===== src/rtl/pedal_chain_sequencer.sv =====
// Walks one sample through NUM_STAGES effect slots via START/DONE handshakes.
// Optional slot timeout is enabled by defining PEDAL_CHAIN_TIMEOUT_EN.
module pedal_chain_sequencer #(
    parameter int DATA_W      = 16,
    parameter int NUM_STAGES  = 4,
    parameter int TIMEOUT_CYC = 1024
) (
    input  logic                         Clk,
    input  logic                         Reset_n,
    input  logic [DATA_W-1:0]            Sample_in,
    input  logic                         Sample_valid,
    input  logic [NUM_STAGES-1:0]        Bypass,
    input  logic                         Clear,
    output logic [DATA_W-1:0]            Stage_in,
    output logic [NUM_STAGES-1:0]        Stage_start,
    input  logic [NUM_STAGES-1:0]        Stage_done,
    input  logic [NUM_STAGES*DATA_W-1:0] Stage_out,
    output logic [DATA_W-1:0]            Signal_out,
    output logic                         Signal_valid,
    output logic                         Busy,
    output logic                         Overrun,
    output logic                         Timeout_err
);

    localparam int IW = $clog2(NUM_STAGES + 1);

    localparam logic [1:0] S_IDLE  = 2'd0;
    localparam logic [1:0] S_ISSUE = 2'd1;
    localparam logic [1:0] S_WAIT  = 2'd2;
    localparam logic [1:0] S_EMIT  = 2'd3;

    if (NUM_STAGES < 1 || NUM_STAGES > 16 || TIMEOUT_CYC < 2) begin : g_bad_params
        $error("pedal_chain_sequencer: parameter out of range");
    end

    logic [1:0]            state_q, state_d;
    logic [IW-1:0]         idx_q, idx_d;
    logic [DATA_W-1:0]     work_q, work_d;
    logic [NUM_STAGES-1:0] start_q, start_d;
    logic [DATA_W-1:0]     sig_out_q, sig_out_d;
    logic                  sig_vld_q, sig_vld_d;
    logic                  overrun_q, overrun_d;

    logic                  last_slot;
    logic                  cur_bypass;
    logic                  cur_done;
    logic [DATA_W-1:0]     cur_out;
    logic                  ovr_set;

`ifdef PEDAL_CHAIN_TIMEOUT_EN
    localparam int CW = $clog2(TIMEOUT_CYC);
    logic [CW-1:0] cnt_q, cnt_d;
    logic          tmo_q, tmo_d;
    logic          tmo_set;
`endif

    // Only the slot addressed by idx is looked at; other DONE bits are ignored.
    always_comb begin
        last_slot  = (idx_q == IW'(NUM_STAGES));
        cur_bypass = 1'b0;
        cur_done   = 1'b0;
        cur_out    = '0;
        for (int i = 0; i < NUM_STAGES; i++) begin
            if (idx_q == IW'(i)) begin
                cur_bypass = Bypass[i];
                cur_done   = Stage_done[i];
                cur_out    = Stage_out[i*DATA_W +: DATA_W];
            end
        end
    end

    always_comb begin
        state_d   = state_q;
        idx_d     = idx_q;
        work_d    = work_q;
        start_d   = '0;
        sig_out_d = sig_out_q;
        sig_vld_d = 1'b0;
`ifdef PEDAL_CHAIN_TIMEOUT_EN
        cnt_d     = cnt_q;
        tmo_set   = 1'b0;
`endif
        case (state_q)
            S_IDLE: begin
                if (Sample_valid) begin
                    work_d  = Sample_in;
                    idx_d   = '0;
                    state_d = S_ISSUE;
                end
            end
            S_ISSUE: begin
                if (last_slot) begin
                    sig_out_d = work_q;
                    sig_vld_d = 1'b1;
                    state_d   = S_EMIT;
                end else if (cur_bypass) begin
                    idx_d = idx_q + IW'(1);
                end else begin
                    for (int i = 0; i < NUM_STAGES; i++) begin
                        start_d[i] = (idx_q == IW'(i));
                    end
`ifdef PEDAL_CHAIN_TIMEOUT_EN
                    cnt_d = '0;
`endif
                    state_d = S_WAIT;
                end
            end
            S_WAIT: begin
                if (cur_done) begin
                    work_d  = cur_out;
                    idx_d   = idx_q + IW'(1);
                    state_d = S_ISSUE;
`ifdef PEDAL_CHAIN_TIMEOUT_EN
                end else if (cnt_q == CW'(TIMEOUT_CYC - 1)) begin
                    // Stuck slot is skipped: work keeps the previous slot's result.
                    tmo_set = 1'b1;
                    idx_d   = idx_q + IW'(1);
                    state_d = S_ISSUE;
                end else begin
                    cnt_d = cnt_q + CW'(1);
`endif
                end
            end
            S_EMIT: begin
                state_d = S_IDLE;
            end
            default: begin
                state_d = S_IDLE;
            end
        endcase

        // A set event in the same cycle as Clear keeps the flag up.
        ovr_set   = Sample_valid && (state_q != S_IDLE);
        overrun_d = ovr_set ? 1'b1 : (Clear ? 1'b0 : overrun_q);
`ifdef PEDAL_CHAIN_TIMEOUT_EN
        tmo_d     = tmo_set ? 1'b1 : (Clear ? 1'b0 : tmo_q);
`endif
    end

    always_ff @(posedge Clk or negedge Reset_n) begin
        if (!Reset_n) begin
            state_q   <= S_IDLE;
            idx_q     <= '0;
            work_q    <= '0;
            start_q   <= '0;
            sig_out_q <= '0;
            sig_vld_q <= 1'b0;
            overrun_q <= 1'b0;
        end else begin
            state_q   <= state_d;
            idx_q     <= idx_d;
            work_q    <= work_d;
            start_q   <= start_d;
            sig_out_q <= sig_out_d;
            sig_vld_q <= sig_vld_d;
            overrun_q <= overrun_d;
        end
    end

`ifdef PEDAL_CHAIN_TIMEOUT_EN
    always_ff @(posedge Clk or negedge Reset_n) begin
        if (!Reset_n) begin
            cnt_q <= '0;
            tmo_q <= 1'b0;
        end else begin
            cnt_q <= cnt_d;
            tmo_q <= tmo_d;
        end
    end

    assign Timeout_err = tmo_q;
`else
    assign Timeout_err = 1'b0;
`endif

    assign Stage_in     = work_q;
    assign Stage_start  = start_q;
    assign Signal_out   = sig_out_q;
    assign Signal_valid = sig_vld_q;
    assign Busy         = (state_q != S_IDLE);
    assign Overrun      = overrun_q;

endmodule


===== config.mk =====
export PLATFORM = sky130hd
export DESIGN_NAME = pedal_chain_sequencer
export DESIGN_NICKNAME = d
export VERILOG_FILES = /design/src/rtl/pedal_chain_sequencer.sv
export SDC_FILE = /design/constraint.sdc
export NUM_CORES = 1
export LEC_CHECK = 0
export CORE_MARGIN = 2
export CORE_UTILIZATION = 40
export DETAILED_ROUTE_END_ITERATION = 16
export DONT_BUFFER_PORTS = 1
export GPL_TIMING_DRIVEN = 0
export PLACE_DENSITY = 0.64
export SETUP_SLACK_MARGIN = 0.1
export SYNTH_ARGS = -nofsm -noshare
export SYNTH_HDL_FRONTEND = slang
export SYNTH_SLANG_ARGS = --single-unit

===== constraint.sdc =====
create_clock -name Clk -period 3.55 [get_ports Clk]
set_input_delay 0.71 -clock Clk [delete_from_list [all_inputs] [get_ports Clk]]
set_output_delay 0.71 -clock Clk [all_outputs]
set_load 0.02 [all_outputs]

Word level (Yosys, flattened, before mapping)
Index checks and enable logic that the tools add are counted.
W data, S select, Z words.
{ "op_classes": {"add_sub_neg": 1, "reduce_logical": 11, "muxes": 32, "n_eq_ne": 12} }
{ "ops": {"columns": ["op", "n"], "rows": [
  ["$mux W16", 6],
  ["$pmux W16 S2", 1],
  ["$mux W1", 12],
  ["$mux W3", 4],
  ["$mux W4", 3],
  ["$pmux W3 S3", 1],
  ["$mux W2", 4],
  ["$ne A2 B2 Y1 const B", 4],
  ["$pmux W2 S4", 1],
  ["$eq A3 B2 Y1 const B", 2],
  ["$reduce_and A3 Y1", 2],
  ["$reduce_bool A2 Y1", 3],
  ["$reduce_and A5 Y1", 1],
  ["$eq A2 B2 Y1 const B", 2],
  ["$add A3 B1 Y3 const B", 1],
  ["$eq A3 B1 Y1 const B", 1],
  ["$eq A3 B3 Y1 const B", 1],
  ["$logic_not A3 Y1", 1],
  ["$ne A3 B3 Y1 const B", 1],
  ["$reduce_bool A3 Y1", 1],
  ["$eq A2 B1 Y1 const B", 1],
  ["$logic_not A2 Y1", 1],
  ["$reduce_and A2 Y1", 1],
  ["$logic_and A1 B1 Y1", 1]
]} }
{ "word_totals": {"elab_cells": 63, "regBits": 43} }

Logic depth before layout (Yosys ltp)
{ "logic_depth": {"word_depth": 8, "mapped_depth": 9, "mapped_depth_nobuf": 7} }

Least setup slack after synthesis
OpenSTA, ideal clock, no wires.
{ "synth_path": {"path_kind": "reg-to-reg", "startpoint": "register idx_q[0]", "endpoint": "register work_q[0] (netlist: Stage_in[0])", "arrival_ps": 1947, "stages_incl_launch_ff": 10, "n_path_buf": 2, "slack_ps": 1478, "cell_sequence": "dfrtp_1 inv_1 ha_1 nor2b_2 buf_6 a221oi_2 o21ai_2 o211ai_4 buf_12 mux2_4"} }
{ "synth_between": {"elab_chain_cells": 7, "elab_cells_between_ends": 16, "cone_classes": "eq/ne (4); mux (10); reduce/logical (2)"} }
{ "synth_lines": {"columns": ["element", "line", "text"], "rows": [
  ["start, declared", "37", "logic [IW-1:0] idx_q, idx_d;"],
  ["start signal, assigned", "151", "idx_q <= idx_d;"],
  ["$logic_not A3 Y1", "64", "if (idx_q == IW'(i)) begin"],
  ["$mux W16 / $mux W1 (equally long branches) (4 in a row)", "64", null],
  ["$mux W16 / $ne A2 B2 Y1 (equally long branches)", null, null],
  ["$pmux W16 S2 / $reduce_and A3 Y1 (equally long branches)", null, null],
  ["end signal, assigned", "152", "work_q <= work_d;"],
  ["end, declared", "38", "logic [DATA_W-1:0] work_q, work_d;"]
]} }
Several ways; a longest one is shown, not always the timed one. The select of a mux whose other input is x is not followed.
A chain may end at the register's enable or synchronous reset.

Final worst setup path
{ "layout_path": {"startpoint": "register idx_q[0]", "endpoint": "register work_q[2] (netlist: Stage_in[2])"} }
The elaborated chain is that of the path after synthesis.

==> impl_results.md <==
* Worst-path clk slew at 90 ps
* Xor/xnor share of the synthesized area at 0
* Post-layout nets at 341
* CP arrival at 2550 ps
* Number of synthesized flops with an enable pin at 0
* Hold Crit Class: in2async
* Pre-CTS setup slack at 1198 ps
* Multiplexer area fraction after synthesis at 0.1672
* Reg2reg end: Stage_in[2]$_DFFE_PN0P_
* Synth async-reset ratio at 1.000
* Clock sink count at 43
* Worst skew pair latency at 300 ps
* Flop2flop setup slack at 1190 ps
* Req. time, crit path at 3740 ps
* Post-synth cell types at 36
* Yosys top cell area share at 0.4205
* Final Util at 0.4395
* Final hold vios at 0
* Main combinational cell family by area after synthesis: compound AO/OA/AOI/OAI gates
* Antenna cells at 0
* Die X at 83.98 microns
* Buffers on Ports at 0
* Synth Area in Compound Gates at 0.2010
* Max clock buf depth at 2
* Worst-Margin Slew at 655.1 ps
* Minimum clock period at 2363 ps
* Crit path kind: reg2reg
* Max Cap Violations at 0
* Max IR drop VDD at 0.0004716 V
* First drt pass iteration count at 4
* GR Util All Layers at 0.2048
* Initial core utilization at 0.4076
* Placer congestion estimate at 0.8082
* Slowest CP cell: dfrtp_1
* F_max at 423.3 MHz
* RSZ-0062 raised after global routing: false
* Total wire length at 7183 microns
* CTS Hold Bufs at 0
* I/O Pins at 132
* Largest stage delay, worst path at 390 ps
* Core area at 6277 sq um
* Kind of start point of the critical path: register
* Simple-Gate Fraction of Synth Area at 0.1105
* First-pass GRT wire length at 11070 microns
* Syn avg cell area at 10.98 sq um
* Vias in the first global route at 2045
* Gr ovfl total at 0
* Synth top cells by count: dfrtp_1, mux2_2, nand2b_1, nor2_1, a21oi_1
* Seq cells post-synth at 43
* CP Cell Sequence: inv_1 > ha_1 > nor2b_2 > buf_6 > a221oi_2 > o21ai_2 > o211ai_4 > buf_12 > mux2_4
* Status: finished, final reports clean
* Clock Skew at 7.801 ps
* Crit end category: register
* Count leader, synth: dfrtp_1
* Vias per cell at 6.132
* CTS tree: built
* Die area at 7053 sq um
* Yosys top cell by area: dfrtp_1
* Slew HR at 0.5633
* Initial DRC count at 84
* Syn. warnings at 0
* DRC at 0
* Inserted Clock Buffers at 5
* Via Count at 1950
* Synth top area cells: dfrtp_1, mux2_2, a221o_1, mux2_4, a32oi_1
* Synth Area in Adders at 0.04401
* Average routed wire per standard cell at 22.59 microns
* Synthesized instance count at 233
* Layout cells sized above 1 at 0.2241
* Fill cells at 649
* Worst Setup Slack, final at 1188 ps
* Postcts setup bufs at 0
* Leak pwr at 1.207 nW
* Root Buffer: clkbuf_8
* RR Startpoint: idx_q[0]$_DFFE_PN0P_
* Layout area overhead at 7.824%
* CTS resizes at 0
* Worst hold slack at 91.82 ps
* Synthesized area at 2559 sq um
* HPWL after detailed placement at 5289 microns
* # rows at 29
* Die height at 83.98 microns
* Sequential area share after synthesis at 0.4205
* Power Dens Cells at 1095 nW/um^2
* Final setup fails at 0
* Ys flop type: dfrtp_1
* Antenna violations before repair at 0
* Htree depth at 2
* DRT antenna net count at 0
* Syn nets at 334
* Worst-path fanout max at 10
* Final TNS setup at 0 ps
* Register-to-Register Path Depth at 9
* Post-route clock period utilization at 0.6655
* Final Slew Violations at 0
* Largest net degree at the start of global routing at 44
## worst max path at each step
stage                    startpoint                       end  slack, ps  depth (start not counted)
2_1_floorplan  idx_q[0]$_DFFE_PN0P_   Stage_in[0]$_DFFE_PN0P_       1480                          9
3_3_place_gp   idx_q[0]$_DFFE_PN0P_   Stage_in[4]$_DFFE_PN0P_       1200                          8
3_5_place_dp   idx_q[0]$_DFFE_PN0P_  Stage_in[13]$_DFFE_PN0P_       1200                          8
4_1_cts        idx_q[0]$_DFFE_PN0P_   Stage_in[2]$_DFFE_PN0P_       1170                          8
5_1_grt        idx_q[0]$_DFFE_PN0P_   Stage_in[1]$_DFFE_PN0P_       1040                          7
6_report       idx_q[0]$_DFFE_PN0P_   Stage_in[2]$_DFFE_PN0P_       1190                          9
## cell families (layout without fill, tap and decap cells)
kind of cell / count (synthesis) / count (layout)
other: 1 / 1
adder cells (fa/ha/maj): 9 / 9
AND/OR/NAND/NOR: 55 / 55
buffers and inverters: 27 / 35
flip-flops: 43 / 43
AO/OA/AOI/OAI: 63 / 63
multiplexers: 35 / 35
## area by class of cell
class	instances	area [sq um]	share of cell area
clock buffer	7	96.34	0.03492
buffer	18	107.6	0.03900
multi-input combinational	163	1341	0.4862
clock inverter	1	7.507	0.002721
sequential	43	1076	0.3900
tap	77	96.34	0.03492
inverter	9	33.78	0.01224
## where the power goes
part / total (W) / switching, W / internal, W
logic: 0.00155 / 0.000780 / 0.000765
registers: 0.00112 / 0.000409 / 0.000709
clock network: 0.000357 / 0.000180 / 0.000177
## worst max-delay path: cells and delay by family, from the launching register on
family,cells,cell delay (ps)
and+or+nand+nor,1,180
muxes,1,300
adders and majority gates,1,280
DFF,1,390
AOI/OAI and AO/OA,3,650
buffers and inverters,3,430
## sequential cells by signal, summed over array words and instances, names as in the netlist
name	count
Overrun	1
Signal_out	16
Signal_valid	1
Stage_in	16
Stage_start	4
idx_q	3
state_q	2
## cells in the final DEF (no fill, tap or decap), types with 2 or more instances in the layout
cell / Yosys / layout
buf_2: 4 / 4
mux2_4: 10 / 10
a221o_1: 16 / 16
dfrtp_1: 43 / 43
a32oi_1: 16 / 16
a21oi_1: 17 / 17
clkbuf_8: 0 / 7
a22o_1: 2 / 2
nor2_1: 18 / 18
o21ai_0: 2 / 2
mux2i_1: 3 / 3
inv_1: 9 / 9
ha_1: 9 / 9
nand2_1: 7 / 7
nand2b_1: 20 / 20
and2_1: 3 / 3
mux2_2: 22 / 22
buf_6: 2 / 2
nand3_1: 2 / 2
a21boi_0: 2 / 2
clkbuf_1: 10 / 10
## layer usage
metal | vias up | track usage | wire, microns
met4 | 0 | 0.04106 | 53
met1 | 948 | 0.2520 | 2763
met2 | 129 | 0.3418 | 3423
li1 | 868 | - | -
met5 | - | 0 | 0
met3 | 5 | 0.08111 | 942
## through the flow
step | std cells | instance area (sq um) | total power (W)
finish | 318 | 2759 | 0.003021
global route | 318 | 2759 | 0.003233
CTS | 318 | 2759 | 0.003037
detailed placement | 310 | 2655 | 0.002671
global placement | 310 | 2655 | 0.002624
floorplan | 233 | 2559 | 0.002315
(Power assumes the default switching activity.)
